File: config.mk
export PLATFORM = sky130hd
export DESIGN_NAME = usb_rx_unstuffer
export DESIGN_NICKNAME = d
export VERILOG_FILES = /design/src/rtl/usb_rx_unstuffer.sv
export SDC_FILE = /design/constraint.sdc
export NUM_CORES = 1
export LEC_CHECK = 0
export CORE_ASPECT_RATIO = 0.9
export CORE_UTILIZATION = 52
export CTS_CLUSTER_DIAMETER = 50
export DETAILED_ROUTE_END_ITERATION = 7
export GPL_ROUTABILITY_DRIVEN = 0
export PLACE_DENSITY = 0.76
export SYNTH_ARGS = -nofsm -noshare
export SYNTH_HDL_FRONTEND = slang
export SYNTH_SLANG_ARGS = --single-unit
export TNS_END_PERCENT = 50
File: constraint.sdc
create_clock -name clk -period 2.35 [get_ports clk]
set_clock_uncertainty 0.2 [all_clocks]
set_input_delay 0.3525 -clock clk [delete_from_list [all_inputs] [get_ports clk]]
set_output_delay 0.3525 -clock clk [all_outputs]
set_load 0.02 [all_outputs]
File: src/rtl/usb_rx_unstuffer.sv
// USB receive bit unstuffer: drops stuffed zeros after STUFF_LEN ones,
// assembles LSB-first bytes and flags stuffing and alignment errors.
module usb_rx_unstuffer #(
   parameter int STUFF_LEN = 6
) (
   input  logic       clk,
   input  logic       reset,
   input  logic       rx_bit,
   input  logic       rx_bit_valid,
   input  logic       rx_active,
   output logic [7:0] rx_data,
   output logic       rx_data_valid,
   output logic       stuff_error,
   output logic       align_error
);

   localparam int ONES_W = $clog2(STUFF_LEN + 1);
   localparam logic [ONES_W-1:0] STUFF_MAX = ONES_W'(STUFF_LEN);

   typedef enum logic [1:0] {
      IDLE,
      RECEIVE,
      ERROR
   } state_t;

   state_t            state;
   state_t            state_next;
   logic [ONES_W-1:0] ones_cnt;
   logic [ONES_W-1:0] ones_next;
   logic [ONES_W-1:0] base_ones;
   logic [2:0]        bit_cnt;
   logic [2:0]        bits_next;
   logic [2:0]        base_bits;
   logic [7:0]        shift_reg;
   logic [7:0]        shift_next;
   logic              do_bit;
   logic              byte_done;
   logic              stuff_violation;
   logic              align_next;

   // State register
   always_ff @(posedge clk or posedge reset) begin
      if (reset) begin
         state <= IDLE;
      end else begin
         state <= state_next;
      end
   end

   // Bit processing; a bit accepted in IDLE is the first bit of a new packet,
   // so the counters are taken as zero there regardless of their stored value.
   always_comb begin
      base_ones       = (state == IDLE) ? '0 : ones_cnt;
      base_bits       = (state == IDLE) ? '0 : bit_cnt;
      do_bit          = rx_bit_valid && rx_active && (state != ERROR);
      ones_next       = base_ones;
      bits_next       = base_bits;
      shift_next      = shift_reg;
      byte_done       = 1'b0;
      stuff_violation = 1'b0;
      align_next      = 1'b0;

      if (!rx_active) begin
         ones_next  = '0;
         bits_next  = '0;
         align_next = (state == RECEIVE) && (bit_cnt != 3'd0);
      end else if (do_bit) begin
         if (base_ones < STUFF_MAX) begin
            shift_next = {rx_bit, shift_reg[7:1]};
            bits_next  = base_bits + 3'd1;
            byte_done  = (base_bits == 3'd7);
            ones_next  = rx_bit ? (base_ones + ONES_W'(1)) : '0;
         end else if (!rx_bit) begin
            ones_next = '0;
         end else begin
            stuff_violation = 1'b1;
         end
      end
   end

   // Next-state logic
   always_comb begin
      state_next = state;
      case (state)
         IDLE: begin
            if (rx_active) begin
               state_next = stuff_violation ? ERROR : RECEIVE;
            end
         end
         RECEIVE: begin
            if (!rx_active) begin
               state_next = IDLE;
            end else if (stuff_violation) begin
               state_next = ERROR;
            end
         end
         ERROR: begin
            if (!rx_active) begin
               state_next = IDLE;
            end
         end
         default: state_next = IDLE;
      endcase
   end

   // Moore output: the stuffing error lasts exactly as long as the ERROR state
   always_comb begin
      stuff_error = (state == ERROR);
   end

   // Datapath registers and registered output pulses
   always_ff @(posedge clk or posedge reset) begin
      if (reset) begin
         ones_cnt      <= '0;
         bit_cnt       <= '0;
         shift_reg     <= '0;
         rx_data       <= 8'h00;
         rx_data_valid <= 1'b0;
         align_error   <= 1'b0;
      end else begin
         ones_cnt      <= ones_next;
         bit_cnt       <= bits_next;
         shift_reg     <= shift_next;
         rx_data_valid <= byte_done;
         align_error   <= align_next;
         if (byte_done) begin
            rx_data <= shift_next;
         end
      end
   end

endmodule

After elaboration in Yosys (flattened, before gate mapping)
Index checks and enable logic that the tools add are counted.
W data, S select, Z words.
{ "word_totals": {"reg_bits": 26, "input_bits": 5, "output_inout_bits": 11, "wordCells": 50} }
{ "classes": {"add_sub_neg": 2, "order_cmp": 1, "eq_ne": 7, "muxes": 27, "reduce_logical": 6} }
{ "op_table": {"columns": ["op", "count"], "rows": [
  ["$mux W3", 10],
  ["$mux W8", 3],
  ["$mux W2", 5],
  ["$mux W1", 8],
  ["$add A3 B1 Y3 const B", 2],
  ["$ne A2 B2 Y1 const B", 3],
  ["$pmux W2 S3", 1],
  ["$eq A3 B3 Y1 const B", 1],
  ["$logic_and A1 B1 Y1", 3],
  ["$lt A3 B3 Y1 const B", 1],
  ["$ne A3 B3 Y1 const B", 1],
  ["$reduce_and A3 Y1", 1],
  ["$reduce_bool A3 Y1", 1],
  ["$eq A2 B1 Y1 const B", 1],
  ["$eq A2 B2 Y1 const B", 1],
  ["$logic_not A2 Y1", 1]
]} }

Longest topological paths before layout
{ "logic_depth": {"ltp_word": 9, "ltp_mapped": 7, "depth_no_buf": 6} }

Worst setup path before layout
OpenSTA, ideal clock, no wires.
{ "synth_timing": {"path_type": "flip-flop to flip-flop", "start": "reg state[1]", "end": "reg rx_data[0]", "setup_ns": 0.125, "arrival_time_ns": 1.554, "required_ns": 2.025, "setup_slack_ns": 0.471, "stages_incl_launch_ff": 7, "n_path_buf": 1, "period_less_slack_ns": 1.879, "path_cell_list": "dfrtp_1 -> buf_6 -> o21a_1 -> ha_1 -> ha_1 -> nand4_2 -> mux2_2"} }
{ "synth_between": {"elab_chain_len": 6, "elab_cells_between_ends": 13, "classes_between": "1 x order compare; 2 x eq/ne; 8 x mux; 2 x reduce/logical"} }
{ "synth_rtl": {"columns": ["item", "line_no", "text"], "rows": [
  ["from (decl)", "26", "state_t state;"],
  ["from (signal assigned)", "46", "state <= state_next;"],
  ["$logic_not A2 Y1", "53, 54", null],
  ["$mux W3, on equally long branches", "53, 54", null],
  ["$lt A3 B3 Y1 / $eq A3 B3 Y1 (equally long branches)", "68, 71", null],
  ["$mux W8 / $mux W1 (equally long branches)", "68", "if (base_ones < STUFF_MAX) begin"],
  ["$mux W8 / $mux W1 (equally long branches)", "67", "end else if (do_bit) begin"],
  ["$mux W8 / $mux W1 (equally long branches)", "63", "if (!rx_active) begin"],
  ["to (signal assigned)", "127", "rx_data <= shift_next;"],
  ["to (decl)", "11", "output logic [7:0] rx_data,"]
]} }
Several ways; a longest one is shown, not always the timed one.
A chain may end at the register's enable or synchronous reset.

Worst setup path in the final report
{ "layout_timing": {"start": "reg state[1]", "end": "reg rx_data[2]"} }
Same word-level chain as after synthesis.

==> out/qor.yml <==
global_routing:
  grt-ovfl-total: 0
  grt_pass1_vias: 744
  antenna_found_initial: 0
  grt_pass1_wl_um: 3310
  track_usage_pct: 18.9
  grt_max_degree: 26
timing:
  rsz0062_at_grt: "no"
  slew_headroom_pct: 74.1
  drv_slew: 0
  finalSetupViolations: 0
  clock.fmax_mhz: 489
  fin_crit_ps: 2040
  fin_crit_sh_pct: 86.9
  worstMarginPinSlew_ps: 388
  finalSetupTns_ps: 0
  finalHoldViolCount: 0
setup_path:
  crit_cells: 5
  reg2reg_slack_ps: 310
  cp-startpoint: "state[1]$_DFFE_PP0P_"
  worst_path_most_repeated_cell: "ha_1"
  critPathMaxStageDelay_ps: 510
  r2r_end: "rx_data[2]$_DFFE_PP0P_"
  timing.critical_path.buf_inv: 0
  cp_max_fo: 10
  worst_ep_arrival_time_ps: 2060
  crit_type: "reg2reg"
  crit_chain: "o21a_1 > ha_1 > ha_1 > nand4_2 > mux2_2"
  r2r-start: "state[1]$_DFFE_PP0P_"
  endpoint: "rx_data[2]$_DFFE_PP0P_"
  critical-path-top-delay-family: "flip-flops"
  end_kind: "flop"
  critPathLaunchType: "flop"
  rr_worst_depth: 5
  critical_path.slowest_cell: "dfrtp_2"
  critPathRequiredTime_ps: 2370
clocking:
  cts_tree: "built"
  clockRootBuffer: "clkbuf_4"
  cts-htree-levels: 1
  numCtsBuffers: 3
  insertion_delay_ps: 320
  clockBufferDepth: 2
  holdBufCountCts: 0
  cts.sinks: 25
  clkTransAtPathRegs_ps: 140
power_and_ir_drop:
  vdd_drop_max_v: 0.000384
  p_leak_nw: 0.644
  pwr_density_cell_nw_per_um2: 583
routing:
  vias: 793
  dr.pass1.iters: 4
  drtAntennaViolNets: 0
  drc: 0
  via_per_inst: 5.83
  wirelength_um: 2040
  wl_per_cell_um: 15.0
  drt_iter0_drc: 18
cells_and_area:
  syn2layout_area_growth_pct: 15.7
  drive_gt1_share_pct: 25.2
  final_cell_count_no_fill: 136
  seq_area_um2: 628
  layout.nets: 120
  final_cell_mix: "dfrtp_1 (23), mux2_2 (14), clkdlybuf4s50_1 (14)"
  multi_input_area_um2: 489
  layout_commonest_cell: "dfrtp_1"
  n_antenna_cell: 0
  fillers: 163
  largest_reg_flops: 8
placement:
  dp_hpwl_um: 1450
  placed_cells_incl_taps: 132
  port_buffers: 15
floorplanning:
  ios: 16
  die-area_um2: 2460
  core_um2: 2030
  chipWidth_um: 52.2
  chipHeight_um: 47.2
  initial_core_util_pct: 58.2
  core.rowCount: 15
min_path:
  worstHoldPathType: "in2async"
outcome:
  status: "finished clean"
synthesis:
  ys_types: 31
  synth-seq-cells: 25
  synth_nets: 103
  syn_area_um2: 1180
  dominantRegCellSynth: "dfrtp_1"
  synth.avg_cell_area_um2: 12.4
  async_reset_ff_share_pct: 100
  synth_seq_area_share_pct: 53.0
  yosysWarnings: 0
  postSynthCellCount: 95
  synth-edff-count: 0
flow_run:
  drv_cap: 0
## worst min path at each step
stage / startpoint / to / slack [ps] / cells past startpoint
after global placement: shift_reg[1]$_DFF_PP0_ / rx_data[0]$_DFFE_PP0P_ / 290 / 1
after CTS: reset / rx_data[0]$_DFFE_PP0P_ / 170 / 3
final: reset / shift_reg[1]$_DFF_PP0_ / 160 / 3
after floorplan: reset / align_error$_DFF_PP0_ / 180 / 1
after global routing: reset / shift_reg[1]$_DFF_PP0_ / 200 / 3
after detailed placement: shift_reg[1]$_DFF_PP0_ / shift_reg[1]$_DFF_PP0_ / 290 / 1
## layer usage
metal  wire, um  vias to the layer above  global-route usage, %
li1           -                      383                      -
met1       1030                      387                   27.5
met2        912                       21                   28.2
met3         76                        2                   3.88
met4         21                        0                   7.37
met5          0                        -                      0
## power breakdown
part / leakage, nW / internal [mW] / switching, mW
Sequential: 0.329 / 0.479 / 0.0328
Clock: 0.0177 / 0.0638 / 0.130
Combinational: 0.297 / 0.0528 / 0.0373
## repair_timing
action | 4_1_cts | 5_1_grt
gates cloned | 0 | 0
endpoints found under the hold margin | 0 | 0
endpoints found under the setup margin | 1 | 1
gates resized for setup | 2 | 1
buffers inserted | 0 | 0
## Yosys cell counts, drive strengths merged (2+ instances only)
library cell	instances	area share, %
buf	3	2.9
nand2b	2	1.7
mux2	15	14
o21ai	3	1.3
nor3	4	2.7
nand3	4	1.7
ha	3	3.2
clkbuf	2	0.85
dfrtp	25	53
inv	5	1.8
nor4	2	1.1
nor2	2	0.64
a21oi	5	2.1
o21a	4	2.5
nand4	3	2.1
o31ai	3	1.9
## metrics by stage
step / hold slack, ps / setup WS [ps] / area [um2] / utilization [%] / power [mW]
floorplan: 180 / 471 / 1180 / - / 0.580
global placement: 285 / 182 / 1330 / 65.7 / 0.607
detailed placement: 294 / 128 / 1330 / 65.7 / 0.613
CTS: 171 / 8.62 / 1360 / 67.2 / 0.804
global route: 204 / 220 / 1370 / 67.3 / 0.835
finish: 164 / 307 / 1370 / 67.3 / 0.796
## kinds of logic after synthesis
group,synth area share [%]
buffers and inverters,5.51
adders and majority gates,3.18
AOI/OAI and AO/OA,9.76
and+or+nand+nor,14.2
DFF,53.0
muxes,14.3
## worst register-to-register path, stage by stage, from the launching register on
cell and delay [ps]:
dfrtp_2 510, o21a_1 250, ha_1 210, ha_1 190, nand4_2 210, mux2_2 370
## layout make-up
cell class	instances	share of cell area, %
sequential	25	46.0
multi-input combinational	60	35.8
tap	25	2.29
inverter	5	1.56
clock buffer	3	1.65
clock inverter	1	0.367
timing repair buffer	17	12.3
(Power assumes the default switching activity.)
